==> config.mk <==
export PLATFORM = sky130hd
export DESIGN_NAME = fp_issue_ctrl
export DESIGN_NICKNAME = d
export VERILOG_FILES = /design/src/rtl/fp_issue_ctrl.sv
export SDC_FILE = /design/constraint.sdc
export NUM_CORES = 1
export LEC_CHECK = 0
export CAP_MARGIN = 10
export CORE_AREA = 2 2 234 236
export CTS_BUF_LIST = sky130_fd_sc_hd__clkbuf_16
export DETAILED_ROUTE_END_ITERATION = 10
export DIE_AREA = 0 0 236 238
export DONT_BUFFER_PORTS = 1
export GPL_ROUTABILITY_DRIVEN = 0
export PLACE_DENSITY = 0.37
export REMOVE_ABC_BUFFERS = 1
export SYNTH_ARGS = -nofsm -noshare
export SYNTH_HDL_FRONTEND = slang
export SYNTH_SLANG_ARGS = --single-unit
==> constraint.sdc <==
create_clock -name clock -period 2.95 [get_ports clock]
set_clock_uncertainty 0.1 [all_clocks]
set_input_delay 0.885 -clock clock [delete_from_list [all_inputs] [get_ports clock]]
set_output_delay 0.885 -clock clock [all_outputs]
set_load 0.1 [all_outputs]
==> src/rtl/fp_issue_ctrl.sv <==
// fp_issue_ctrl_pkg / fp_issue_ctrl
//
// Sequential issue/writeback controller in front of the floating-point
// execute stage (fp_exe). It accepts one FP operation at a time over a
// valid/ready handshake. It issues the operation with a single-cycle enable
// pulse and waits for fp_exe to report ready. It then registers the
// writeback and keeps a sticky accumulation of the exception flags. A
// pipeline flush is forwarded to fp_exe as clear. An op that was flushed
// while still in flight is drained, so that its late ready cannot leak into
// the next operation.
//
// Ports
//   clock, reset          clock, synchronous active-high reset
//   req_valid/req_ready   request handshake (ready only while idle)
//   req_data1..3          operands
//   req_op, req_fmt,      decoded op, format, resolved rounding mode
//   req_rm
//   req_rd, req_int_dst   destination index, destination is the integer file
//   fp_exe_i              enable/operands/op/fmt/rm to the execute stage
//   fp_exe_o              result/flags/ready from the execute stage
//   clear                 flush forwarded to the execute stage
//   flush                 pipeline kill of the in-flight op
//   wb_valid, wb_rd,      registered writeback (valid for one cycle)
//   wb_int, wb_data,
//   wb_flags
//   fflags_acc            sticky OR of written-back flags
//   fflags_clr            clears fflags_acc (CSR write)
//   busy                  controller is not idle
//   timeout_err           sticky WAIT timeout indication

package fp_issue_ctrl_pkg;

  typedef struct packed {
    logic fmadd;
    logic fmsub;
    logic fnmadd;
    logic fnmsub;
    logic fadd;
    logic fsub;
    logic fmul;
    logic fdiv;
    logic fsqrt;
    logic fsgnj;
    logic fcmp;
    logic fmax;
    logic fclass;
    logic fmv_i2f;
    logic fmv_f2i;
    logic fcvt_i2f;
    logic fcvt_f2i;
    logic fcvt_f2f;
  } fp_operation_type;

  typedef struct packed {
    logic [63:0]      data1;
    logic [63:0]      data2;
    logic [63:0]      data3;
    fp_operation_type op;
    logic [1:0]       fmt;
    logic [2:0]       rm;
    logic             enable;
  } fp_exe_in_type;

  typedef struct packed {
    logic [63:0] result;
    logic [4:0]  flags;
    logic        ready;
  } fp_exe_out_type;

endpackage

module fp_issue_ctrl
  import fp_issue_ctrl_pkg::*;
#(
  parameter int TIMEOUT = 64
) (
  input  logic             clock,
  input  logic             reset,
  input  logic             req_valid,
  output logic             req_ready,
  input  logic [63:0]      req_data1,
  input  logic [63:0]      req_data2,
  input  logic [63:0]      req_data3,
  input  fp_operation_type req_op,
  input  logic [1:0]       req_fmt,
  input  logic [2:0]       req_rm,
  input  logic [4:0]       req_rd,
  input  logic             req_int_dst,
  output fp_exe_in_type    fp_exe_i,
  input  fp_exe_out_type   fp_exe_o,
  output logic             clear,
  input  logic             flush,
  output logic             wb_valid,
  output logic [4:0]       wb_rd,
  output logic             wb_int,
  output logic [63:0]      wb_data,
  output logic [4:0]       wb_flags,
  output logic [4:0]       fflags_acc,
  input  logic             fflags_clr,
  output logic             busy,
  output logic             timeout_err
);

  localparam int CW = (TIMEOUT > 1) ? $clog2(TIMEOUT) : 1;
  localparam logic [CW-1:0] CNT_LAST = CW'(TIMEOUT - 1);
  localparam logic [CW-1:0] CNT_ONE  = CW'(1'b1);

  typedef enum logic [1:0] {
    IDLE  = 2'd0,
    ISSUE = 2'd1,
    WAIT  = 2'd2,
    DRAIN = 2'd3
  } state_t;

  state_t           state_r;
  logic [CW-1:0]    cnt_r;
  logic [63:0]      data1_r;
  logic [63:0]      data2_r;
  logic [63:0]      data3_r;
  fp_operation_type op_r;
  logic [1:0]       fmt_r;
  logic [2:0]       rm_r;
  logic [4:0]       rd_r;
  logic             int_dst_r;
  logic             mc_r;
  logic             timeout_err_r;

  logic             wb_valid_r;
  logic [4:0]       wb_rd_r;
  logic             wb_int_r;
  logic [63:0]      wb_data_r;
  logic [4:0]       wb_flags_r;
  logic [4:0]       fflags_acc_r;

  logic             capture_s;
  fp_exe_in_type    exe_in_s;

  // Ops whose ready may arrive after the issue cycle.
  function automatic logic is_multicycle(input fp_operation_type op);
    return op.fmadd | op.fmsub | op.fnmadd | op.fnmsub | op.fadd |
           op.fsub | op.fmul | op.fdiv | op.fsqrt;
  endfunction

  // A result is taken only from a live (not flushed) ISSUE or WAIT cycle.
  always_comb begin
    capture_s = 1'b0;
    if ((state_r == ISSUE || state_r == WAIT) && !flush) begin
      capture_s = fp_exe_o.ready;
    end else begin
      capture_s = 1'b0;
    end
  end

  // Execute-stage request is decoded from state: held fields only in ISSUE.
  always_comb begin
    exe_in_s = '0;
    if (state_r == ISSUE) begin
      exe_in_s.enable = 1'b1;
      exe_in_s.data1  = data1_r;
      exe_in_s.data2  = data2_r;
      exe_in_s.data3  = data3_r;
      exe_in_s.op     = op_r;
      exe_in_s.fmt    = fmt_r;
      exe_in_s.rm     = rm_r;
    end else begin
      exe_in_s = '0;
    end
  end

  // Control FSM, request holding registers, timeout counter, sticky error.
  always_ff @(posedge clock) begin
    if (reset) begin
      state_r       <= IDLE;
      cnt_r         <= '0;
      data1_r       <= 64'd0;
      data2_r       <= 64'd0;
      data3_r       <= 64'd0;
      op_r          <= '0;
      fmt_r         <= 2'd0;
      rm_r          <= 3'd0;
      rd_r          <= 5'd0;
      int_dst_r     <= 1'b0;
      mc_r          <= 1'b0;
      timeout_err_r <= 1'b0;
    end else begin
      case (state_r)
        IDLE: begin
          if (req_valid) begin
            data1_r   <= req_data1;
            data2_r   <= req_data2;
            data3_r   <= req_data3;
            op_r      <= req_op;
            fmt_r     <= req_fmt;
            rm_r      <= req_rm;
            rd_r      <= req_rd;
            int_dst_r <= req_int_dst;
            mc_r      <= is_multicycle(req_op);
            state_r   <= ISSUE;
          end
        end
        ISSUE: begin
          cnt_r <= '0;
          if (flush) begin
            state_r <= mc_r ? DRAIN : IDLE;
          end else if (fp_exe_o.ready) begin
            state_r <= IDLE;
          end else begin
            // A simple op should never get here; WAIT still bounds it.
            state_r <= WAIT;
          end
        end
        WAIT: begin
          if (flush) begin
            cnt_r   <= '0;
            state_r <= mc_r ? DRAIN : IDLE;
          end else if (fp_exe_o.ready) begin
            state_r <= IDLE;
          end else if (cnt_r == CNT_LAST) begin
            timeout_err_r <= 1'b1;
            state_r       <= IDLE;
          end else begin
            cnt_r <= cnt_r + CNT_ONE;
          end
        end
        DRAIN: begin
          // The ready of the killed op (or the timeout) ends the drain.
          if (fp_exe_o.ready || cnt_r == CNT_LAST) begin
            state_r <= IDLE;
          end else begin
            cnt_r <= cnt_r + CNT_ONE;
          end
        end
        default: begin
          state_r <= IDLE;
        end
      endcase
    end
  end

  // Writeback registers and sticky flag accumulation.
  always_ff @(posedge clock) begin
    if (reset) begin
      wb_valid_r   <= 1'b0;
      wb_rd_r      <= 5'd0;
      wb_int_r     <= 1'b0;
      wb_data_r    <= 64'd0;
      wb_flags_r   <= 5'd0;
      fflags_acc_r <= 5'd0;
    end else begin
      wb_valid_r <= capture_s;
      if (capture_s) begin
        wb_rd_r    <= rd_r;
        wb_int_r   <= int_dst_r;
        wb_data_r  <= fp_exe_o.result;
        wb_flags_r <= fp_exe_o.flags;
      end
      // Flags written back in the clear cycle survive the clear.
      fflags_acc_r <= (fflags_clr ? 5'd0 : fflags_acc_r) |
                      (wb_valid_r ? wb_flags_r : 5'd0);
    end
  end

  assign req_ready   = (state_r == IDLE);
  assign busy        = (state_r != IDLE);
  assign clear       = flush;
  assign fp_exe_i    = exe_in_s;
  assign wb_valid    = wb_valid_r;
  assign wb_rd       = wb_rd_r;
  assign wb_int      = wb_int_r;
  assign wb_data     = wb_data_r;
  assign wb_flags    = wb_flags_r;
  assign fflags_acc  = fflags_acc_r;
  assign timeout_err = timeout_err_r;

endmodule

==> results.md, run 1 <==
| Quantity | Reported | Unit |
|---|---|---|
| Count of clock tree sinks | 312 | - |
| Port Buf Inserts | 0 | - |
| Kind of critical path | flop to primary output | - |
| Vias post-DR | 11500 | - |
| Post-synthesis instance area | 12300 | sq um |
| Post-synthesis sequential area ratio | 0.5080 | - |
| Cell count after synthesis | 1621 | - |
| Endpoint required time on the critical path | 1.97 | ns |
| Utilization of the core after routing | 0.3676 | - |
| Worst reg2reg endpoint | rm_r[0] | - |
| H-tree levels | 2 | - |
| Area growth syn-to-layout | 59.94 | % |
| # DRC | 0 | - |
| Initial antenna violation count | 6 | - |
| Wire length after detailed routing | 49.97 | mm |
| Maximum number of pins on one net before global-route repair | 314 | - |
| Post-route standard cell area excluding fillers | 19670 | sq um |
| Type of origin of the critical path | flop | - |
| Clock-pin slew on the worst setup and hold paths | 0.05 | ns |
| Antenna Nets Post-Route | 0 | - |
| Max Slew Vio Count | 129 | - |
| Routed len/inst | 19.26 | microns |
| Die area | 56170 | sq um |
| Root buffer selected by CTS | clkbuf_16 | - |
| Placeable core area | 53500 | sq um |
| Run status | complete, but fails checks | - |
| Violated checks | slew limit | - |
| Standard-cell rows | 85 | - |
| Overflow left after global routing | 0 | - |
| Synth Register Bits | 312 | - |
| Total clock buffers created by CTS | 37 | - |
| Clock Path Buffers | 3 | - |
| Per-cell via count in the routed design | 4.430 | - |
| Half-perimeter wire length after placement | 34.32 | mm |
| Flop2flop setup slack | 0.70 | ns |
| Setup TNS | 0 | ns |
| Transition time at the pin with the least slew margin | 1.702 | ns |
| Class of the most critical hold timing path | input port to flop | - |
| Setup repair after global routing missed its margin | true | - |
| VDD IR-drop max | 463.6 | uV |
| Total of endpoints with negative setup slack in the final report | 0 | - |
| Leakage dissipation | 0.007676 | uW |
| Endpoint of the worst hold path | wb_data[41] | - |
| Final period demand of the worst path | 2.902 | ns |
| Upper clock frequency limit | 344.6 | MHz |
| Worst setup EP type | primary output | - |
| NumNets Final | 2171 | - |
| Total routing usage reported by global routing | 0.1706 | - |
| Sequential standard cell area | 6248 | sq um |
| Period utilization | 0.9837 | - |
| Signal arrival time at the worst endpoint | 1.92 | ns |
| Post-synthesis average cell area | 7.585 | sq um |
| Cell area reported after detailed placement | 17820 | sq um |
| First DRT Iteration DRCs | 604 | - |
| Number of library cell types mapped by synthesis | 34 | - |
| Power per standard cell area | 597.0 | nW/um^2 |
| Number of global-route vias before repair | 11030 | - |
| Number of iterations in the first detailed-routing pass | 4 | - |
| Placed insts | 2504 | - |
| Worst slack after detailed placement | 0.3939 | ns |
| Number of cells traversed by the worst hold path | 1 | - |
| Worst-Skew Late Latency | 0.54 | ns |
| Reported max-cap violation count | 0 | - |
| Hold path start | reset | - |
| Yosys warnings | 0 | - |
| Proportion of layout cells with a drive suffix above 1 | 0.2630 | - |
| Count of final hold-check violations | 0 | - |
| Die height | 238 | microns |
| Die Width | 236 | microns |
| Area taken by multi-input logic gates | 5811 | sq um |
| Launching point of the worst reg2reg path | state_r[1] | - |
| Path depth of the worst reg2reg path | 8 | - |
| Relative slew margins | -0.1348 | - |
| Post-route non-filler standard cell count | 2595 | - |
| Hold-fix buffers at CTS | 0 | - |
| Wire length of the first global-routing pass | 72.88 | mm |
| Initial standard-cell utilization of the core | 0.2298 | - |
| Setup ws final | 0.04813 | ns |
| IO Count | 597 | - |
| TritonCTS clock tree | built | - |
| Fill cell instance count of the final layout | 5476 | - |
| CP max FO | 16 | - |
## worst max-delay path, stage by stage (launching register included)
cell	delay [ns]
dfxtp_2	0.32
inv_2	0.07
ha_4	0.15
buf_12	0.16
buf_4	0.15
buf_16	0.15
and2_1	0.18
buf_12	0.19
## cell families (layout without fill, tap and decap cells)
| group | Yosys count | after routing | synth area share |
|---|---|---|---|
| adder cells (fa/ha/maj) | 5 | 5 | 0.005088 |
| AO/OA/AOI/OAI | 327 | 327 | 0.1389 |
| flip-flops | 312 | 312 | 0.5080 |
| buffers and inverters | 132 | 408 | 0.04304 |
| AND/OR/NAND/NOR | 845 | 845 | 0.3050 |
| other | 0 | 2 | 0 |
## cells in the mapped netlist (all sizes together)
library cell  number  area [sq um]
o21ai              1         5.000
nor2b              2         12.51
or2                3         18.77
a311o              1         10.01
nor2              16         60.06
o22ai              1         6.260
o211ai             1         7.510
o211a              1         10.01
ha                 5         62.56
and2             216          1351
and3               1         11.26
nor3               2         10.01
dfxtp            312          6246
o21bai             1         7.510
a31oi              4         25.02
o221ai             1         8.760
a41oi              1         8.760
or4                2         15.01
nand2            599          2248
a21o               1         7.510
a21oi            300          1501
a311oi             2         17.52
a2111oi            1         8.760
a211oi             4         30.03
inv                4         15.01
nand3              2         10.01
a22oi              5         37.54
o311ai             1         8.760
nand4              2         12.51
clkbuf           100         375.4
o31ai              1         7.510
buf               28         138.9
## how the worst max path moves through the flow
stage                     from            end  slack (ns)  cells past startpoint
floorplan           state_r[0]           mc_r       -2.78                      4
global placement    state_r[1]  fp_exe_i[207]        0.42                      5
detailed placement  state_r[1]  fp_exe_i[100]        0.39                      5
CTS                 state_r[1]  fp_exe_i[121]       -0.07                      8
global route        state_r[1]   fp_exe_i[90]       -0.04                      7
finish              state_r[1]  fp_exe_i[146]        0.05                      7
## cells in the final DEF, fill, tap and decap left out, types with 2 or more instances in the layout
cell type  instances
buf_4            100
a311oi_1           2
buf_12           227
nand4_1            2
clkinv_1           9
and2_1           111
a211oi_1           4
dfxtp_2            2
a21oi_1          300
inv_1             14
a31oi_1            4
clkbuf_16         40
dfxtp_1          310
nor2b_1            2
nor3_1             2
or4_1              2
a22oi_1            5
or2_2              3
buf_16             9
nand3_1            2
diode_2            2
clkinv_2           5
ha_1               4
nor2_1            15
nand2_1          598
and2_4           105
## state kept, by name, summed over array words and instances (netlist names)
name,count
cnt_r,6
data1_r,64
data2_r,64
data3_r,64
fflags_acc,5
fmt_r,2
int_dst_r,1
mc_r,1
op_r,18
rd_r,5
rm_r,3
state_r,2
timeout_err,1
wb_data,64
wb_flags,5
wb_int,1
wb_rd,5
wb_valid,1
## routing by layer
layer,vias to the layer above,wire length (microns),GRT usage
met5,-,58,0
met3,77,4954,0.06930
li1,5676,-,-
met1,5305,20010,0.1993
met2,431,23490,0.2830
met4,8,1456,0.05752
## where the power goes
| part | total (uW) | leakage [uW] | switching (uW) | internal [uW] |
|---|---|---|---|---|
| combinational | 2850 | 0.00453 | 1910 | 944 |
| clock | 4280 | 0.000592 | 1820 | 2460 |
| sequential | 4610 | 0.00255 | 128 | 4480 |
| total | 11700 | 0.00768 | 3860 | 7880 |
## cell type report
type                       count  share of cell area
inverter                       4           0.0007635
clock inverter                27            0.007062
antenna                        2           0.0002545
tap                          696             0.04428
multi-input combinational   1177              0.2955
timing repair buffer         338              0.2848
clock buffer                  39             0.04963
sequential                   312              0.3177
## through the flow
stage	hold WS (ns)	power [uW]
2_1_floorplan	0.3257	6406
3_3_place_gp	0.3346	7260
3_5_place_dp	0.3393	7282
4_1_cts	0.2969	11930
5_1_grt	0.2894	12240
6_report	0.3221	11740
## timing repair
item	in CTS	in global routing
gates cloned	10	1
setup endpoints to repair	208	119
setup buffers	12	3
resized for setup	73	45
pin swaps	14	3
No activity file was read; power rests on OpenSTA's default activity.
==> run 2: changes to the inputs <==
--- a/config.mk
+++ b/config.mk
@@ -6,13 +6,12 @@
 export NUM_CORES = 1
 export LEC_CHECK = 0
 export CAP_MARGIN = 10
-export CORE_AREA = 2 2 234 236
+export CORE_AREA = 3 3 229 231
 export CTS_BUF_LIST = sky130_fd_sc_hd__clkbuf_16
 export DETAILED_ROUTE_END_ITERATION = 10
-export DIE_AREA = 0 0 236 238
+export DIE_AREA = 0 0 232 234
 export DONT_BUFFER_PORTS = 1
-export GPL_ROUTABILITY_DRIVEN = 0
-export PLACE_DENSITY = 0.37
+export PLACE_DENSITY = 0.38
 export REMOVE_ABC_BUFFERS = 1
 export SYNTH_ARGS = -nofsm -noshare
 export SYNTH_HDL_FRONTEND = slang
==> run 2 against run 1 <==
  * Routed wire length rose by 0.97%
  * Maximum frequency barely moved
  * The run now ends clean
  * Sequential power about the same
  * Clock power fell by 0.9%
==> results.md, run 2 (synthesis results as in run 1) <==
| Quantity | Reported | Unit |
|---|---|---|
| GP Congestion | 0.8156 | - |
| Clock Path Buffers | 3 | - |
| Initial antenna violation count | 3 | - |
| Wire length after detailed routing | 50.45 | mm |
| Most used cells in the layout excluding fill and tap cells | nand2_1, dfxtp_1, a21oi_1 | - |
| Routed len/inst | 19.69 | microns |
| Fill cell instance count of the final layout | 5152 | - |
| Per-cell via count in the routed design | 4.509 | - |
| Overflow left after global routing | 0 | - |
| Slowest library cell on the worst path | dfxtp_2 | - |
| H-tree levels | 2 | - |
| Kind of critical path | flop to primary output | - |
| Hold path start | reset | - |
| Timing startpoint of the critical path | state_r[1] | - |
| Standard-cell rows | 82 | - |
| Initial standard-cell utilization of the core | 0.2446 | - |
| Hold-fix buffers at CTS | 0 | - |
| Die Width | 232 | microns |
| Half-perimeter wire length after placement | 35.97 | mm |
| Max Slew Vio Count | 0 | - |
| Proportion of layout cells with a drive suffix above 1 | 0.2497 | - |
| Worst-Skew Late Latency | 0.54 | ns |
| Total routing usage reported by global routing | 0.1743 | - |
| Path depth of the worst reg2reg path | 8 | - |
| TritonCTS clock tree | built | - |
| Maximum number of pins on one net before global-route repair | 314 | - |
| Port Buf Inserts | 0 | - |
| Placeable core area | 50270 | sq um |
| Number of cells traversed by the worst hold path | 1 | - |
| Number of global-route vias before repair | 11100 | - |
| Run status | complete, no violations | - |
| Endpoint of the worst hold path | wb_data[21] | - |
| Period utilization | 0.9838 | - |
| Count of clock tree sinks | 312 | - |
| Buf+Inv Stages, Crit Path | 4 | - |
| Flop2flop setup slack | 0.71 | ns |
| First DRT Iteration DRCs | 558 | - |
| Antenna Nets Post-Route | 0 | - |
| Setup TNS | 0 | ns |
| Setup repair after global routing missed its margin | true | - |
| Class of the most critical hold timing path | input port to flop | - |
| IO Count | 597 | - |
| Commonest non-fill, non-tap cell in the layout | nand2_1 | - |
| Final period demand of the worst path | 2.902 | ns |
| Highest cell delay on the worst timing path | 0.32 | ns |
| Total clock buffers created by CTS | 39 | - |
| Count of final hold-check violations | 0 | - |
| Worst reg2reg endpoint | data1_r[34] | - |
| Reported max-cap violation count | 0 | - |
| Launching point of the worst reg2reg path | state_r[1] | - |
| Upper clock frequency limit | 344.6 | MHz |
| Vias post-DR | 11560 | - |
| Power per standard cell area | 597.0 | nW/um^2 |
| Chain of cells forming the critical path | inv_2, ha_4, buf_8, bufbuf_16, and2_4, buf_12 | - |
| Root buffer selected by CTS | clkbuf_16 | - |
| Worst setup EP type | primary output | - |
| Cell type group with the largest total delay on the critical path | buffers and inverters | - |
| NumNets Final | 2168 | - |
| Wire length of the first global-routing pass | 72.48 | mm |
| Area growth syn-to-layout | 58.77 | % |
| Die height | 234 | microns |
| Type of origin of the critical path | flop | - |
| Total Power Consumption | 11650 | uW |
| Signal arrival time at the worst endpoint | 1.92 | ns |
| Die area | 54290 | sq um |
| Endpoint required time on the critical path | 1.97 | ns |
| Leakage dissipation | 0.007594 | uW |
| Clock-pin slew on the worst setup and hold paths | 0.06 | ns |
| Relative slew margins | 0.4431 | - |
| Number of iterations in the first detailed-routing pass | 5 | - |
| VDD IR-drop max | 434.1 | uV |
| Total of endpoints with negative setup slack in the final report | 0 | - |
| CP max FO | 19 | - |
| # DRC | 0 | - |
| Transition time at the pin with the least slew margin | 0.8353 | ns |
==> run 2: layout make-up <==
class	instances	area [sq um]	area share
tap	672	840.8	0.04307
clock inverter	25	118.9	0.006089
timing repair buffer	333	5569	0.2853
antenna	1	2.502	0.0001282
multi-input combinational	1177	5751	0.2946
sequential	312	6248	0.3201
inverter	4	15.01	0.0007691
clock buffer	39	975.9	0.04999
==> run 2: worst max-delay path by stage <==
stage                          endpoint  cells after the start
after floorplan                    mc_r                      4
after global placement    fp_exe_i[125]                      5
after detailed placement  fp_exe_i[125]                      5
after CTS                 fp_exe_i[179]                      6
after global routing      fp_exe_i[136]                      6
final                      fp_exe_i[60]                      6
==> run 2: per-stage QoR <==
stage	worst slack (ns)	util	area (sq um)	hold slack [ns]	cells
4_1_cts	-0.02582	0.3853	19370	0.2797	2558
2_1_floorplan	-2.775	-	11780	0.3257	1493
3_5_place_dp	0.3776	0.3553	17860	0.3405	2482
3_3_place_gp	0.3814	0.3553	17860	0.3345	2482
6_report	0.04778	0.3883	19520	0.3074	2563
5_1_grt	-0.03180	0.3883	19520	0.2796	2563
==> run 2: what timing repair did <==
action                                  4_1_cts  5_1_grt
cloned                                        5        3
hold endpoints to repair                      0        0
pin swaps                                     1       18
setup buffers                                 7        1
endpoints found under the setup margin      204      147
resized for setup                            69       24
==> run 2: per-layer routing <==
layer,vias up,track usage,wire [microns]
met3,69,0.07106,5128
met4,4,0.04783,1147
met2,457,0.3068,25090
li1,5656,-,-
met5,-,0,34
met1,5370,0.1946,19050
==> run 2: where the power goes <==
group	leakage, uW	total [uW]	internal (uW)	switching [uW]
sequential	0.00255	4590	4480	118
combinational	0.00448	2820	923	1900
clock	0.000562	4240	2380	1850
total	0.00759	11700	7780	3870
==> run 3: changes to the inputs <==
==> config.mk (replaced) <==
export PLATFORM = sky130hd
export DESIGN_NAME = fp_issue_ctrl
export DESIGN_NICKNAME = d
export VERILOG_FILES = /design/src/rtl/fp_issue_ctrl.sv
export SDC_FILE = /design/constraint.sdc
export NUM_CORES = 1
export LEC_CHECK = 0
export CAP_MARGIN = 20
export CORE_AREA = 2 2 229 231
export CTS_BUF_LIST = sky130_fd_sc_hd__clkbuf_16
export DETAILED_ROUTE_END_ITERATION = 10
export DIE_AREA = 0 0 231 233
export PLACE_DENSITY = 0.53
export REMOVE_ABC_BUFFERS = 1
export SYNTH_ARGS = -nofsm -noshare
export SYNTH_HDL_FRONTEND = slang
export SYNTH_SLANG_ARGS = --single-unit
==> run 3 against run 2 <==
  * Non-clock buffer count grew 311
  * First-iteration DRC count is 12% higher
  * Worst hold slack gained 0.040 ns
  * Count of clock-buffer cells in the layout grew 2
  * Cell count grew 13%
  * Total power rose by 7.0%
  * Design area increased by 17%
  * Global-route usage rose by 0.31 points
  * Clock power grew 7.1%
  * Critical path type unchanged
==> results.md, run 3 (synthesis results as in run 1) <==
| Quantity | Reported | Unit |
|---|---|---|
| Post-route standard cell area excluding fillers | 22780 | sq um |
| Wire length after detailed routing | 51.42 | mm |
| GP Congestion | 0.8124 | - |
| Cell area reported after detailed placement | 21010 | sq um |
| Initial standard-cell utilization of the core | 0.2406 | - |
| Class of the most critical hold timing path | flop to flop | - |
| Transition time at the pin with the least slew margin | 0.5127 | ns |
| Setup ws final | 0.06605 | ns |
| H-tree levels | 2 | - |
| Post-route non-filler standard cell count | 2889 | - |
| Overflow left after global routing | 0 | - |
| Clock Path Buffers | 3 | - |
| Worst slack after detailed placement | 0.1780 | ns |
| Total net switching power | 4042 | uW |
| Design internal power | 8424 | uW |
| Total Power Consumption | 12470 | uW |
| Sequential power share | 0.369 | - |
| Count of clock tree sinks | 312 | - |
| Total clock buffers created by CTS | 39 | - |
| Initial antenna violation count | 7 | - |
| Antenna Nets Post-Route | 0 | - |
| Signal arrival time at the worst endpoint | 1.90 | ns |
| Switching share of power | 0.3243 | - |
| Vias post-DR | 12770 | - |
| Upper clock frequency limit | 346.7 | MHz |
| Count of final hold-check violations | 0 | - |
| Die area | 53820 | sq um |
| Wire length of the first global-routing pass | 74.48 | mm |
| First DRT Iteration DRCs | 623 | - |
| Worst hold margin | 0.3476 | ns |
| Setup repair after global routing missed its margin | true | - |
| Leakage dissipation | 0.008924 | uW |
| Clock-pin slew on the worst setup and hold paths | 0.06 | ns |
| Run status | complete, no violations | - |
| Total of endpoints with negative setup slack in the final report | 0 | - |
| Port Buf Inserts | 596 | - |
| CP max FO | 18 | - |
| # DRC | 0 | - |
| VDD IR-drop max | 344.3 | uV |
| Area growth syn-to-layout | 85.24 | % |
| NumNets Final | 2479 | - |
| Reported max-cap violation count | 0 | - |
| Half-perimeter wire length after placement | 35.77 | mm |
| Power share of the combinational group | 0.267 | - |
| Most used cells in the layout excluding fill and tap cells | nand2_1, dfxtp_1, a21oi_1 | - |
| Proportion of layout cells with a drive suffix above 1 | 0.2293 | - |
| Total routing usage reported by global routing | 0.1774 | - |
| Worst-Skew Late Latency | 0.55 | ns |
| Number of global-route vias before repair | 12370 | - |
| Standard-cell rows | 83 | - |
| Placeable core area | 51090 | sq um |
| Final period demand of the worst path | 2.884 | ns |
| Power per standard cell area | 547.3 | nW/um^2 |
| Clock network power share | 0.364 | - |
| Number of iterations in the first detailed-routing pass | 5 | - |
| Placed insts | 2798 | - |
| Die height | 233 | microns |
| IO Count | 597 | - |
| Relative slew margins | 0.6566 | - |
| Worst setup EP type | primary output | - |
| Root buffer selected by CTS | clkbuf_16 | - |
| Die Width | 231 | microns |
| Maximum number of pins on one net before global-route repair | 90 | - |
| Per-cell via count in the routed design | 4.418 | - |
| Max Slew Vio Count | 0 | - |
| Type of origin of the critical path | flop | - |
| Period utilization | 0.9776 | - |
| Kind of critical path | flop to primary output | - |
| Endpoint required time on the critical path | 1.97 | ns |
| Commonest non-fill, non-tap cell in the layout | nand2_1 | - |
| Routed len/inst | 17.80 | microns |
| TritonCTS clock tree | built | - |
run 3: cell count changes in the layout (fill, tap and decap cells not counted), moves of 3 or more:
| cell | delta |
|---|---|
| buf_16 | -3 |
| buf_4 | +8 |
| and2_4 | +13 |
| inv_1 | +5 |
| buf_6 | +3 |
| clkinv_2 | +3 |
| clkdlybuf4s50_1 | +294 |
| clkinv_1 | -3 |
| buf_12 | +10 |
| inv_6 | -3 |
| and2_1 | -13 |
run 3: metrics by stage:
| stage | utilization | TNS, ns |
|---|---|---|
| finish | 0.4458 | 0 |
| global route | 0.4458 | -0.4842 |
| CTS | 0.4384 | -0.1422 |
| detailed placement | 0.4113 | 0 |
| global placement | 0.4113 | 0 |
| floorplan | - | -1174.37 |
run 3: per-layer routing:
| layer | vias to the layer above | GRT usage | part of all wire |
|---|---|---|---|
| met3 | 86 | 0.06140 | 0.084 |
| li1 | 6280 | - | - |
| met5 | - | 0 | 0.00088 |
| met1 | 5920 | 0.2076 | 0.40 |
| met2 | 471 | 0.3055 | 0.49 |
| met4 | 8 | 0.05141 | 0.024 |
run 3: timing repair:
| action | in CTS | in global routing |
|---|---|---|
| setup endpoints to repair | 203 | 202 |
| gates resized for setup | 32 | 79 |
| setup buffers | 4 | 6 |
| gates cloned | 2 | 7 |
| pin swaps | 1 | 18 |
| hold buffers | 0 | 0 |
run 3: area by class of cell:
type	instances	area [sq um]
Antenna cell	2	5.005
Sequential cell	312	6248
Clock inverter	29	175.2
Timing Repair Buffer	644	8673
Inverter	4	15.01
Multi-Input combinational cell	1177	5783
Tap cell	680	850.8
Clock buffer	41	1026
Fill cell	5017	28320
run 3: final timing paths:
path                            cells past startpoint         from  slack [ns]            to
worst max-delay path                                7   state_r[1]        0.07  fp_exe_i[45]
worst max register to register                     11   state_r[1]        0.82    state_r[1]
worst min-delay path                                2  data2_r[57]        0.35   data2_r[57]
worst min register to register                      2  data2_r[57]        0.35   data2_r[57]
run 3: power groups by stage:
stage	registers (uW)	clock network, uW	logic, uW
after floorplan	4900	0	1510
after global placement	4670	0	3110
after detailed placement	4680	0	3130
after CTS	4590	4700	3230
after global routing	4630	4860	3520
final	4600	4540	3330
run 3: critical path: stages, from the launching register on:
cell	delay [ns]
dfxtp_2	0.34
inv_2	0.05
ha_4	0.18
buf_4	0.14
buf_12	0.14
buf_16	0.16
and2_4	0.17
buf_12	0.16
